**src/rtl/pc_sequencer.sv**
```systemverilog
// Program-counter sequencer: hold/inc/jump/branch/call/ret.
// Calls and returns share a small hardware return-address stack.
module pc_sequencer #(
  parameter int PC_BITS        = 8,
  parameter int INST_MEM_DEPTH = 128,
  parameter int STACK_DEPTH    = 4,
  parameter int RESET_ADDR     = 0,
  localparam int SPW = $clog2(STACK_DEPTH + 1)
) (
  input  logic               i_clk,
  input  logic               i_nrst,
  input  logic               i_en,
  input  logic [2:0]         i_op,
  input  logic [PC_BITS-1:0] i_target,
  input  logic               i_cond,
  output logic [PC_BITS-1:0] o_pc,
  output logic               o_valid,
  output logic [SPW-1:0]     o_sp,
  output logic               o_err,
  output logic [1:0]         o_err_code
);

  localparam int IW =
    (STACK_DEPTH > 1) ? $clog2(STACK_DEPTH) : 1;

  localparam logic [PC_BITS-1:0] MASK =
    PC_BITS'(INST_MEM_DEPTH - 1);

  localparam logic [PC_BITS:0] DEPTH_X =
    (PC_BITS + 1)'(INST_MEM_DEPTH);

  localparam logic [SPW-1:0] SP_FULL =
    SPW'(STACK_DEPTH);

  localparam logic [PC_BITS-1:0] RST_PC =
    PC_BITS'(RESET_ADDR);

  localparam logic [1:0] E_OVF = 2'd1;
  localparam logic [1:0] E_UNF = 2'd2;
  localparam logic [1:0] E_BAD = 2'd3;

  logic [PC_BITS-1:0] stack [STACK_DEPTH];

  logic [PC_BITS-1:0] pc_inc;
  logic [PC_BITS-1:0] br_pc;
  logic               tgt_ok;
  logic               full;
  logic               empty;
  logic [IW-1:0]      wr_idx;
  logic [IW-1:0]      rd_idx;

  logic op_hold;
  logic op_inc;
  logic op_jump;
  logic op_br;
  logic op_call;
  logic op_ret;
  logic op_bad;

  logic [PC_BITS-1:0] nxt_pc;
  logic               push;
  logic               pop;
  logic               fault;
  logic [1:0]         fcode;

  assign pc_inc = (o_pc + PC_BITS'(1)) & MASK;
  assign br_pc  = (o_pc + i_target) & MASK;
  assign tgt_ok = {1'b0, i_target} < DEPTH_X;
  assign full   = (o_sp >= SP_FULL);
  assign empty  = (o_sp == '0);
  assign wr_idx = IW'(o_sp);
  assign rd_idx = IW'(o_sp - SPW'(1));

  assign op_hold = (i_op == 3'd0);
  assign op_inc  = (i_op == 3'd1);
  assign op_jump = (i_op == 3'd2);
  assign op_br   = (i_op == 3'd3);
  assign op_call = (i_op == 3'd4);
  assign op_ret  = (i_op == 3'd5);
  assign op_bad  = i_op[2] & i_op[1];

  // Decode the op into next pc, stack action and fault.
  always_comb begin
    nxt_pc = o_pc;
    push   = 1'b0;
    pop    = 1'b0;
    fault  = 1'b0;
    fcode  = 2'd0;
    unique case (1'b1)
      op_hold: nxt_pc = o_pc;
      op_inc:  nxt_pc = pc_inc;
      op_jump: begin
        if (tgt_ok) begin
          nxt_pc = i_target;
        end else begin
          fault = 1'b1;
          fcode = E_BAD;
        end
      end
      op_br:   nxt_pc = i_cond ? br_pc : pc_inc;
      op_call: begin
        if (full) begin
          fault = 1'b1;
          fcode = E_OVF;
        end else if (!tgt_ok) begin
          fault = 1'b1;
          fcode = E_BAD;
        end else begin
          push   = 1'b1;
          nxt_pc = i_target;
        end
      end
      op_ret:  begin
        if (empty) begin
          fault = 1'b1;
          fcode = E_UNF;
        end else begin
          pop    = 1'b1;
          nxt_pc = stack[rd_idx];
        end
      end
      op_bad:  begin
        fault = 1'b1;
        fcode = E_BAD;
      end
      default: nxt_pc = o_pc;
    endcase
  end

  // State update; first edge after reset only raises o_valid.
  always_ff @(posedge i_clk or negedge i_nrst) begin
    if (!i_nrst) begin
      o_pc       <= RST_PC;
      o_valid    <= 1'b0;
      o_sp       <= '0;
      o_err      <= 1'b0;
      o_err_code <= 2'd0;
      for (int i = 0; i < STACK_DEPTH; i++) begin
        stack[i] <= '0;
      end
    end else if (!o_valid) begin
      o_valid <= 1'b1;
    end else if (i_en) begin
      o_pc <= nxt_pc;
      if (push) begin
        stack[wr_idx] <= pc_inc;
        o_sp          <= o_sp + SPW'(1);
      end
      if (pop) begin
        o_sp <= o_sp - SPW'(1);
      end
      if (fault) begin
        o_err <= 1'b1;
        if (!o_err) begin
          o_err_code <= fcode;
        end
      end
    end
  end

endmodule

```
**config.mk**
```make
export PLATFORM = sky130hd
export DESIGN_NAME = pc_sequencer
export DESIGN_NICKNAME = d
export VERILOG_FILES = /design/src/rtl/pc_sequencer.sv
export SDC_FILE = /design/constraint.sdc
export NUM_CORES = 1
export LEC_CHECK = 0
export CAP_MARGIN = 15
export CORE_MARGIN = 2
export CORE_UTILIZATION = 60
export DETAILED_ROUTE_END_ITERATION = 8
export DONT_BUFFER_PORTS = 1
export GPL_TIMING_DRIVEN = 0
export PLACE_DENSITY = 0.75
export SLEW_MARGIN = 20
export SYNTH_ARGS = -nofsm -noshare
export SYNTH_HDL_FRONTEND = slang
export SYNTH_SLANG_ARGS = --single-unit
```
**constraint.sdc**
```tcl
create_clock -name i_clk -period 2.6 [get_ports i_clk]
set_input_delay 0.13 -clock i_clk [delete_from_list [all_inputs] [get_ports i_clk]]
set_output_delay 0.13 -clock i_clk [all_outputs]
set_load 0.05 [all_outputs]
```
==> impl_metrics.csv, run 1 <==
group,metric,value,unit
outcome,status,"complete, no violations",
synthesis,synth-warning-count,0,
pwr,power.density_cell_area,957,nW/um^2
synthesis,synth_area_leader,"sky130_fd_sc_hd__dfrtp_1",
floorplanning,core.rowCount,24,
clock_network,tritoncts,"yes",
pwr,leakagePower,1.25,nW
pwr,p_total,2.78,mW
clock_network,insertion_delay,0.30,ns
floorplanning,ioPinCount,30,
floorplanning,start_util,61.2,%
synthesis,syn-cell-area,2630,um^2
cells_and_area,insertedDiodeCount,0,
worst_setup_path,timing.critical_path.fanout_max,5,
synthesis,synth-seq-area-share,40.9,%
synthesis,async_flop_share,100,%
clock_network,ctsLongestPathBuffers,2,
clock_network,worst_setup_hold_path_clk_slew,0.08,ns
sta,max-slew-margin-rel,52.8,%
placed_design,place_ws,-0.351,ns
synthesis,ys_seq_elements,43,
placed_design,postPlaceCellArea,2700,um^2
synthesis,synth.net_count,300,
worst_setup_path,launching_element_type_of_the_critical_path,"flip-flop",
cells_and_area,fin_area,2900,um^2
synthesis,synthesis.area_per_instance,9.66,um^2
routing,wl,6180,um
sta,fin_crit_sh,96.4,%
global_routing,grt_max_degree,44,
hold_path,min_path_type,"input pin to flip-flop",
routing,routed_via_density,6.36,
floorplanning,coreArea,4290,um^2
floorplanning,die_width,70.2,um
global_routing,grt_pass1_vias,2193,
routing,route.detailed.wl_per_inst,18.4,um
routing,post_detailed_route_drc_marker_count,0,
synthesis,yosys_most_used_dff,"sky130_fd_sc_hd__dfrtp_1",
run,cap_viol_max_count,0,
routing,dr_wl_met3,272,um
clock_network,cts.root.buffer_cell,"sky130_fd_sc_hd__clkbuf_8",
worst_setup_path,r2r_cells,9,
synthesis,yosys-top-cells-area,"sky130_fd_sc_hd__dfrtp_1, sky130_fd_sc_hd__o21ai_0, sky130_fd_sc_hd__mux4_2, sky130_fd_sc_hd__ha_1, sky130_fd_sc_hd__nand2_1",
sta,rsz0062_at_grt,"no",
placed_design,gp_congestion,0.882,
synthesis,synth_edf_count,0,
pwr,ir_worst_vdd,0.465,mV
worst_setup_path,worstPathRequired,2.78,ns
synthesis,post-synth-top-area-fraction,40.9,%
synthesis,post_synth_inst_count,272,
clock_network,htree_num_levels,2,
sta,fmax,399,MHz
global_routing,overall_routing_resource_usage,27.0,%
sta,finalWorstSetupSlack,0.0927,ns
global_routing,first_pass_grt_wire_length,10600,um
worst_setup_path,critical_path_sink_type,"flip-flop",
floorplanning,die_height,70.2,um
worst_setup_path,worst-setup-path-type,"flip-flop to flip-flop",
sta,count_of_endpoints_failing_hold_in_the_final_timing_report,0,
routing,top_layer_used,"met4",
routing,wirelength_met1,2660,um
cells_and_area,nets,311,
synthesis,netlist-cell-type-count,52,
synthesis,synthTopCellsByCount,"sky130_fd_sc_hd__dfrtp_1, sky130_fd_sc_hd__nand2_1, sky130_fd_sc_hd__o21ai_0",
synthesis,yosysMostFrequentCell,"sky130_fd_sc_hd__dfrtp_1",
routing,detailroute.via_count,2137,
cells_and_area,area_delta_synth_final,10.4,%
routing,drt.antenna.violating_nets,0,
placed_design,portBuffers,0,
clock_network,cts_buffers,5,
worst_setup_path,worst_endpoint_data_arrival_time,2.69,ns
floorplanning,floorplan.die_area,4930,um^2
placed_design,detailed_place_hpwl,4530,um
clock_network,cts_num_sinks,43,
routing,wl_met2,3140,um
global_routing,overflow,0,
sta,timing.final.crit_period,2.51,ns
global_routing,initial_antenna_violation_count,0,
routing,pre_repair_dr_iteration_count,4,
cells_and_area,final_util,67.6,%
sta,worst_slew_pin_slew,0.709,ns
cells_and_area,layout-drive-gt1-share,15.5,%
sta,setup_viol,0,
sta,drv_slew,0,
sta,hold_slack,0.110,ns
sta,timing.clock.skew,0.0131,ns
hold_path,whs_path_depth,3,
cells_and_area,num-fill-cells,332,
routing,drt_iter0_markers,162,
critical path, cell delays in order (launching register included):
cell and delay (ns):
sky130_fd_sc_hd__dfrtp_2 0.58, sky130_fd_sc_hd__buf_12 0.15, sky130_fd_sc_hd__inv_1 0.05, sky130_fd_sc_hd__ha_1 0.23
sky130_fd_sc_hd__ha_1 0.25, sky130_fd_sc_hd__a21o_1 0.23, sky130_fd_sc_hd__a211oi_4 0.26, sky130_fd_sc_hd__o21a_2 0.22
sky130_fd_sc_hd__o311ai_0 0.13, sky130_fd_sc_hd__o31a_1 0.30
state kept, by name, indices dropped and copies added, names as in the netlist:
name,count
stack,28
o_pc,8
o_sp,3
o_err_code,2
o_err,1
o_valid,1
report_power, final:
part | switching (mW) | leakage (nW) | internal, mW
Combinational | 0.532 | 0.621 | 0.438
Clock | 0.227 | 0.0654 | 0.384
Sequential | 0.413 | 0.564 | 0.781
routing by layer:
layer	track usage [%]	up-vias
li1	-	1019
met2	45.9	66
met4	9.62	0
met1	34.4	1041
met3	5.48	11
met5	0	-
metrics by stage:
stage / setup TNS [ns] / cells
3_3_place_gp: -0.876 / 324
5_1_grt: 0 / 336
2_1_floorplan: 0 / 272
6_report: 0 / 336
4_1_cts: -0.00179 / 336
3_5_place_dp: -0.986 / 324
final timing paths:
| kind | start | endpoint | slack, ns |
|---|---|---|---|
| max reg2reg | o_sp[0] | o_pc[5] | 0.09 |
| max in group asynchronous | i_nrst | o_sp[0] | 2.07 |
| min reg2reg | stack[11] | stack[11] | 0.48 |
| min in group asynchronous | i_nrst | o_err_code[1] | 0.27 |
| max | o_sp[0] | o_pc[5] | 0.09 |
| min | i_target[5] | o_pc[5] | 0.11 |
layout make-up:
cell class | count | area, um^2 | area share (%)
Sequential cell | 43 | 1080 | 37.2
Timing Repair Buffer | 5 | 52.6 | 1.81
Tap cell | 52 | 65.1 | 2.24
Inverter | 7 | 26.3 | 0.906
Clock inverter | 2 | 60.1 | 2.07
Clock buffer | 6 | 72.6 | 2.50
Buffer | 13 | 75.1 | 2.59
Multi-Input combinational cell | 208 | 1470 | 50.7
placed cells by master, fill, tap and decap left out, types with 3 or more instances in the layout:
cell type,instances
sky130_fd_sc_hd__buf_2,8
sky130_fd_sc_hd__nor2_1,9
sky130_fd_sc_hd__nand2_1,40
sky130_fd_sc_hd__nor2b_1,7
sky130_fd_sc_hd__o21ai_0,33
sky130_fd_sc_hd__a221oi_1,6
sky130_fd_sc_hd__a21oi_1,11
sky130_fd_sc_hd__inv_1,6
sky130_fd_sc_hd__mux2_2,7
sky130_fd_sc_hd__clkbuf_8,5
sky130_fd_sc_hd__nand2b_1,3
sky130_fd_sc_hd__clkbuf_1,4
sky130_fd_sc_hd__ha_1,12
sky130_fd_sc_hd__a22oi_1,3
sky130_fd_sc_hd__nor3_1,4
sky130_fd_sc_hd__o22ai_1,3
sky130_fd_sc_hd__a31oi_1,4
sky130_fd_sc_hd__mux4_2,7
sky130_fd_sc_hd__buf_4,3
sky130_fd_sc_hd__a211oi_1,3
sky130_fd_sc_hd__dfrtp_1,41
sky130_fd_sc_hd__xor2_1,7
sky130_fd_sc_hd__nand3_1,7
sky130_fd_sc_hd__xnor2_1,5
sky130_fd_sc_hd__a21o_1,3
sky130_fd_sc_hd__o21ai_1,3
cells by family (layout without fill, tap and decap cells):
| logic type | after synthesis | in the layout | synth area share [%] |
|---|---|---|---|
| multiplexers | 15 | 15 | 9.38 |
| adder cells (fa/ha/maj) | 13 | 13 | 6.47 |
| flip-flops | 43 | 43 | 40.9 |
| buffers and inverters | 21 | 33 | 3.43 |
| AO/OA/AOI/OAI | 83 | 83 | 20.1 |
| XOR/XNOR | 12 | 12 | 4.00 |
| other | 1 | 1 | 0.143 |
| AND/OR/NAND/NOR | 84 | 84 | 15.6 |
what timing repair did:
item | CTS | global route
hold endpoints to repair | 43 | 0
pin swaps | 1 | 0
gates resized for setup | 5 | 2
setup endpoints to repair | 8 | 4
hold buffers | 2 | 0
buffers inserted | 2 | 1
Power figures use the tool's default switching activity.
==> run 2: changes to the inputs <==
--- a/config.mk
+++ b/config.mk
@@ -6,6 +6,7 @@
 export NUM_CORES = 1
 export LEC_CHECK = 0
 export CAP_MARGIN = 15
+export CORE_ASPECT_RATIO = 1.1
 export CORE_MARGIN = 2
 export CORE_UTILIZATION = 60
 export DETAILED_ROUTE_END_ITERATION = 8
==> constraint.sdc (replaced) <==
create_clock -name i_clk -period 2.6 [get_ports i_clk]
set_input_delay 0.26 -clock i_clk [delete_from_list [all_inputs] [get_ports i_clk]]
set_output_delay 0.26 -clock i_clk [all_outputs]
set_load 0.05 [all_outputs]
==> impl_metrics.csv, run 2 (synthesized netlist as in run 1, its figures left out) <==
group,metric,value,unit
floorplanning,die_height,73.4,um
pwr,netSwitchingFraction,43.6,%
cells_and_area,mostFrequentLayoutCell,"sky130_fd_sc_hd__dfrtp_1",
routing,drt_iter0_markers,205,
hold_path,whs_path_depth,3,
clock_network,cts.root.buffer_cell,"sky130_fd_sc_hd__clkbuf_8",
worst_setup_path,cp_slowest_stage_delay,0.57,ns
clock_network,cts_num_sinks,43,
run,cap_viol_max_count,0,
clock_network,cts_buffers,5,
pwr,power.density_cell_area,931,nW/um^2
routing,routed_via_density,6.46,
worst_setup_path,launching_element_type_of_the_critical_path,"flip-flop",
pwr,p_total,2.70,mW
routing,detailroute.via_count,2182,
floorplanning,die_width,67.1,um
sta,drv_slew,0,
sta,max-slew-margin-rel,53.9,%
floorplanning,coreArea,4250,um^2
routing,drt.antenna.violating_nets,0,
global_routing,overflow,0,
cells_and_area,area_delta_synth_final,10.3,%
routing,post_detailed_route_drc_marker_count,0,
sta,setup_viol,0,
routing,route.detailed.wl_per_inst,18.7,um
pwr,net-switching-power,1.18,mW
worst_setup_path,timing.critical_path.fanout_max,9,
clock_network,worst_setup_hold_path_clk_slew,0.09,ns
global_routing,grt_pass1_vias,2171,
clock_network,insertion_delay,0.30,ns
sta,timing.clock.skew,0.0176,ns
worst_setup_path,r2r_cells,9,
floorplanning,floorplan.die_area,4930,um^2
global_routing,gr-usage-met1,35.3,%
cells_and_area,insertedDiodeCount,0,
sta,worst_slew_pin_slew,0.692,ns
global_routing,global_route_hottest_layer,"met2",
hold_path,min_path_type,"input pin to flip-flop",
pwr,pwr-share-comb,35.6,%
cells_and_area,layout-drive-gt1-share,16.5,%
pwr,ir_worst_vdd,0.645,mV
sta,count_of_endpoints_failing_hold_in_the_final_timing_report,0,
routing,pre_repair_dr_iteration_count,4,
worst_setup_path,critPathMostFrequentCell,"sky130_fd_sc_hd__ha_1",
sta,rsz0062_at_grt,"no",
floorplanning,start_util,61.8,%
worst_setup_path,worstPathRequired,2.80,ns
placed_design,post-place-cells,326,
sta,timing.final.crit_period,2.51,ns
clock_network,ctsLongestPathBuffers,2,
routing,wl,6320,um
global_routing,met3_track_utilization_from_global_routing,6.89,%
global_routing,initial_antenna_violation_count,0,
floorplanning,core.rowCount,25,
worst_setup_path,cp_cell_sequence,"buf_12, inv_1, ha_1, ha_1, a21o_1, a211oi_4, o21a_2, o311ai_0, o31a_1",
sta,fmax,398,MHz
placed_design,gp_congestion,0.878,
global_routing,gr-usage-met2,46.2,%
outcome,status,"complete, no violations",
worst_setup_path,timing.critical_path.slowest_stage_cell,"sky130_fd_sc_hd__dfrtp_2",
cells_and_area,largest-register,"stack",
cells_and_area,nets,311,
pwr,sequentialPowerShare,44.1,%
cells_and_area,layout.cells.most_common_list,"sky130_fd_sc_hd__dfrtp_1, sky130_fd_sc_hd__nand2_1, sky130_fd_sc_hd__o21ai_0",
clock_network,tritoncts,"yes",
placed_design,portBuffers,0,
cells_and_area,largestRegisters,"stack: 28 flops, o_pc: 8 flops, o_sp: 3 flops",
sta,fin_crit_sh,96.7,%
clock_network,htree_num_levels,2,
cells_and_area,post_layout_nonfiller_instances,338,
cells_and_area,number_of_flip_flops_in_the_largest_register,28,
pwr,leakagePower,1.25,nW
worst_setup_path,critical_path_sink_type,"flip-flop",
global_routing,first_pass_grt_wire_length,10500,um
global_routing,overall_routing_resource_usage,28.3,%
pwr,clock_power_share,20.4,%
worst_setup_path,worst-setup-path-type,"flip-flop to flip-flop",
worst_setup_path,worst_endpoint_data_arrival_time,2.72,ns
global_routing,grt_max_degree,44,
cells_and_area,num-fill-cells,343,
pwr,internal_power,1.52,mW
placed_design,detailed_place_hpwl,4570,um
floorplanning,ioPinCount,30,
run 2: changes by cell type in the layout (fill, tap and decap cells not counted), sizes merged:
cell,change
bufinv,-1
clkinv,+1
run 2: routing by layer:
metal / wire [um] / vias up
met3: 279 / 19
met2: 3110 / 77
met1: 2730 / 1069
met4: 206 / 0
met5: 0 / -
li1: - / 1017
run 2: power groups by stage:
stage	sequential, mW	clock [mW]	combinational [mW]
floorplan	1.15	0	0.708
global placement	1.19	0	0.871
detailed placement	1.20	0	0.886
CTS	1.19	0.557	0.928
global route	1.21	0.587	1.06
finish	1.19	0.550	0.960
run 2: worst max-delay path: cells and delay by family, from the launching register on:
| family | cells | cell delay [ns] |
|---|---|---|
| AO/OA/AOI/OAI | 5 | 1.15 |
| flip-flops | 1 | 0.57 |
| adder cells (fa/ha/maj) | 2 | 0.46 |
| buffers and inverters | 2 | 0.25 |
run 2: area by class of cell:
type                    instances  area, um^2  share of cell area (%)
clock buffers                   6        82.6                    2.85
repair buffers                  5        52.6                    1.81
flip-flops and latches         43        1080                    37.2
clock inverters                 2        35.0                    1.21
well taps                      54        67.6                    2.33
inverters                       7        26.3                   0.906
multi-input cells             208        1480                    51.1
plain buffers                  13        75.1                    2.59
run 2: through the flow:
stage               instance area [um^2]  worst slack (ns)  util [%]  hold WS [ns]  setup TNS, ns
floorplan                           2630           0.00869         -       -0.0356              0
global placement                    2700            -0.339      63.4       -0.0348         -0.876
detailed placement                  2700            -0.343      63.4       -0.0346         -0.828
CTS                                 2880            0.0130      67.7         0.236              0
global route                        2900           0.00130      68.2         0.232              0
finish                              2900            0.0858      68.2         0.240              0
run 2: timing repair:
| item | 4_1_cts | 5_1_grt |
|---|---|---|
| endpoints found under the hold margin | 43 | 0 |
| pin swaps | 0 | 1 |
| setup endpoints to repair | 8 | 5 |
| setup buffers | 2 | 1 |
| hold buffers | 2 | 0 |
| resized for setup | 6 | 3 |
run 2: final timing paths:
kind	endpoint	start	slack, ns
max reg2reg	o_pc[5]	o_sp[0]	0.09
min in group asynchronous	o_pc[3]	i_nrst	0.41
min	o_pc[5]	i_target[5]	0.24
min reg2reg	stack[16]	stack[16]	0.48
max	o_pc[5]	o_sp[0]	0.09
max in group asynchronous	o_sp[0]	i_nrst	1.95
==> run 3: changes to the inputs <==
--- a/config.mk
+++ b/config.mk
@@ -12,7 +12,7 @@
 export DETAILED_ROUTE_END_ITERATION = 8
 export DONT_BUFFER_PORTS = 1
 export GPL_TIMING_DRIVEN = 0
-export PLACE_DENSITY = 0.75
+export PLACE_DENSITY = 0.85
 export SLEW_MARGIN = 20
 export SYNTH_ARGS = -nofsm -noshare
 export SYNTH_HDL_FRONTEND = slang
==> impl_metrics.csv, run 3 (synthesized netlist as in run 1, its figures left out) <==
group,metric,value,unit
outcome,status,"complete, no violations",
cells_and_area,fin_area,2890,um^2
sta,max-slew-margin-rel,51.7,%
routing,wl,6270,um
hold_path,min_path_type,"input pin to flip-flop",
routing,routed_via_density,6.58,
routing,drt.antenna.violating_nets,0,
floorplanning,floorplan.die_area,4930,um^2
cells_and_area,largest-register,"stack",
sta,count_of_endpoints_failing_hold_in_the_final_timing_report,0,
sta,totalNegativeSetupSlack,0,ns
sta,fin_crit_sh,96.2,%
global_routing,grt_max_degree,44,
routing,pre_repair_dr_iteration_count,5,
floorplanning,die_width,67.1,um
clock_network,cts.root.buffer_cell,"sky130_fd_sc_hd__clkbuf_8",
cells_and_area,largestRegisters,"stack: 28 flops, o_pc: 8 flops, o_sp: 3 flops",
cells_and_area,post_layout_nonfiller_instances,340,
worst_setup_path,launching_element_type_of_the_critical_path,"flip-flop",
global_routing,overall_routing_resource_usage,27.1,%
sta,timing.final.crit_period,2.50,ns
placed_design,post-place-cells,326,
global_routing,grt_pass1_vias,2169,
clock_network,insertion_delay,0.31,ns
cells_and_area,final_util,68.0,%
clock_network,htree_num_levels,2,
cells_and_area,insertedDiodeCount,0,
clock_network,cts_buffers,5,
pwr,p_total,2.70,mW
routing,drt_iter0_markers,276,
floorplanning,coreArea,4250,um^2
floorplanning,core.rowCount,25,
cells_and_area,mostFrequentLayoutCell,"sky130_fd_sc_hd__dfrtp_1",
cells_and_area,nets,313,
routing,post_detailed_route_drc_marker_count,0,
clock_network,ctsLongestPathBuffers,2,
clock_network,tritoncts,"yes",
cells_and_area,num-fill-cells,302,
sta,finalWorstSetupSlack,0.0981,ns
global_routing,first_pass_grt_wire_length,10000,um
routing,detailroute.via_count,2236,
placed_design,detailed_place_hpwl,4570,um
worst_setup_path,worst-setup-path-type,"flip-flop to flip-flop",
routing,route.detailed.wl_per_inst,18.5,um
cells_and_area,area_delta_synth_final,10.1,%
cells_and_area,layout.cells.most_common_list,"sky130_fd_sc_hd__dfrtp_1, sky130_fd_sc_hd__nand2_1, sky130_fd_sc_hd__o21ai_0",
worst_setup_path,critical_path_sink_type,"flip-flop",
sta,fmax,400,MHz
sta,setup_viol,0,
floorplanning,die_height,73.4,um
cells_and_area,number_of_flip_flops_in_the_largest_register,28,
clock_network,cts_num_sinks,43,
sta,rsz0062_at_grt,"no",
placed_design,place_ws,-0.368,ns
pwr,ir_worst_vdd,0.550,mV
cells_and_area,layout-drive-gt1-share,16.4,%
clock_network,worst_setup_hold_path_clk_slew,0.09,ns
cells_and_area,multi_input_combinational_cell_area,1480,um^2
pwr,leakagePower,1.25,nW
placed_design,postPlaceCellArea,2700,um^2
sta,worst_slew_pin_slew,0.725,ns
pwr,power.density_cell_area,934,nW/um^2
cells_and_area,seqCellArea,1080,um^2
sta,hold_slack,0.233,ns
sta,timing.clock.skew,0.00595,ns
worst_setup_path,timing.critical_path.fanout_max,5,
run,cap_viol_max_count,0,
global_routing,initial_antenna_violation_count,0,
sta,drv_slew,0,
floorplanning,ioPinCount,30,
global_routing,overflow,0,
worst_setup_path,worstPathRequired,2.80,ns
placed_design,gp_congestion,0.960,
worst_setup_path,worst_endpoint_data_arrival_time,2.70,ns
floorplanning,start_util,61.8,%
placed_design,portBuffers,0,
[run 3: cell count changes in the layout (fill, tap and decap cells not counted), sizes merged]
cell / change
clkinv: +1
buf: +1
[run 3: final cells by class]
cell class,instances,area share [%]
well taps,54,2.33
flip-flops and latches,43,37.3
clock buffers,5,2.38
inverters,7,0.908
plain buffers,14,2.55
clock inverters,3,1.51
repair buffers,6,2.08
multi-input cells,208,51.0
[run 3: critical path: stages (launching register included)]
cell	delay, ns
sky130_fd_sc_hd__dfrtp_2	0.57
sky130_fd_sc_hd__buf_8	0.14
sky130_fd_sc_hd__inv_1	0.05
sky130_fd_sc_hd__ha_1	0.22
sky130_fd_sc_hd__ha_1	0.25
sky130_fd_sc_hd__a21o_1	0.22
sky130_fd_sc_hd__a211oi_4	0.29
sky130_fd_sc_hd__o21a_2	0.22
sky130_fd_sc_hd__o311ai_0	0.12
sky130_fd_sc_hd__o31a_1	0.30
[run 3: what timing repair did]
action,in CTS,in global routing
cloned,0,0
gates resized for setup,7,0
hold buffers,2,0
pin swaps,0,1
endpoints found under the hold margin,43,0
endpoints found under the setup margin,8,2
buffers inserted,3,1
[run 3: power by group]
group	total (mW)	switching, mW	internal (mW)	leakage (nW)
Sequential	1.19	0.413	0.781	0.564
Clock	0.543	0.257	0.286	0.0581
Combinational	0.965	0.537	0.428	0.626
Total	2.70	1.21	1.50	1.25
[run 3: per-layer routing]
metal | vias to the layer above | share of wire [%] | GRT usage [%]
met1 | 1071 | 40 | 33.9
li1 | 1018 | - | -
met3 | 33 | 5.5 | 4.90
met5 | - | 0 | 0
met2 | 114 | 50 | 43.9
met4 | 0 | 3.7 | 15.6
[run 3: path summary, 6_finish.rpt]
check / from / endpoint / cells after the start / slack [ns]
setup / recovery: o_sp[0] / o_pc[5] / 9 / 0.1
hold / removal: i_target[5] / o_pc[5] / 3 / 0.23
setup reg to reg: o_sp[0] / o_pc[5] / 9 / 0.1
hold reg to reg: stack[6] / stack[6] / 2 / 0.49
max in group asynchronous: i_nrst / o_sp[1] / 2 / 1.95
min in group asynchronous: i_nrst / o_pc[4] / 2 / 0.43
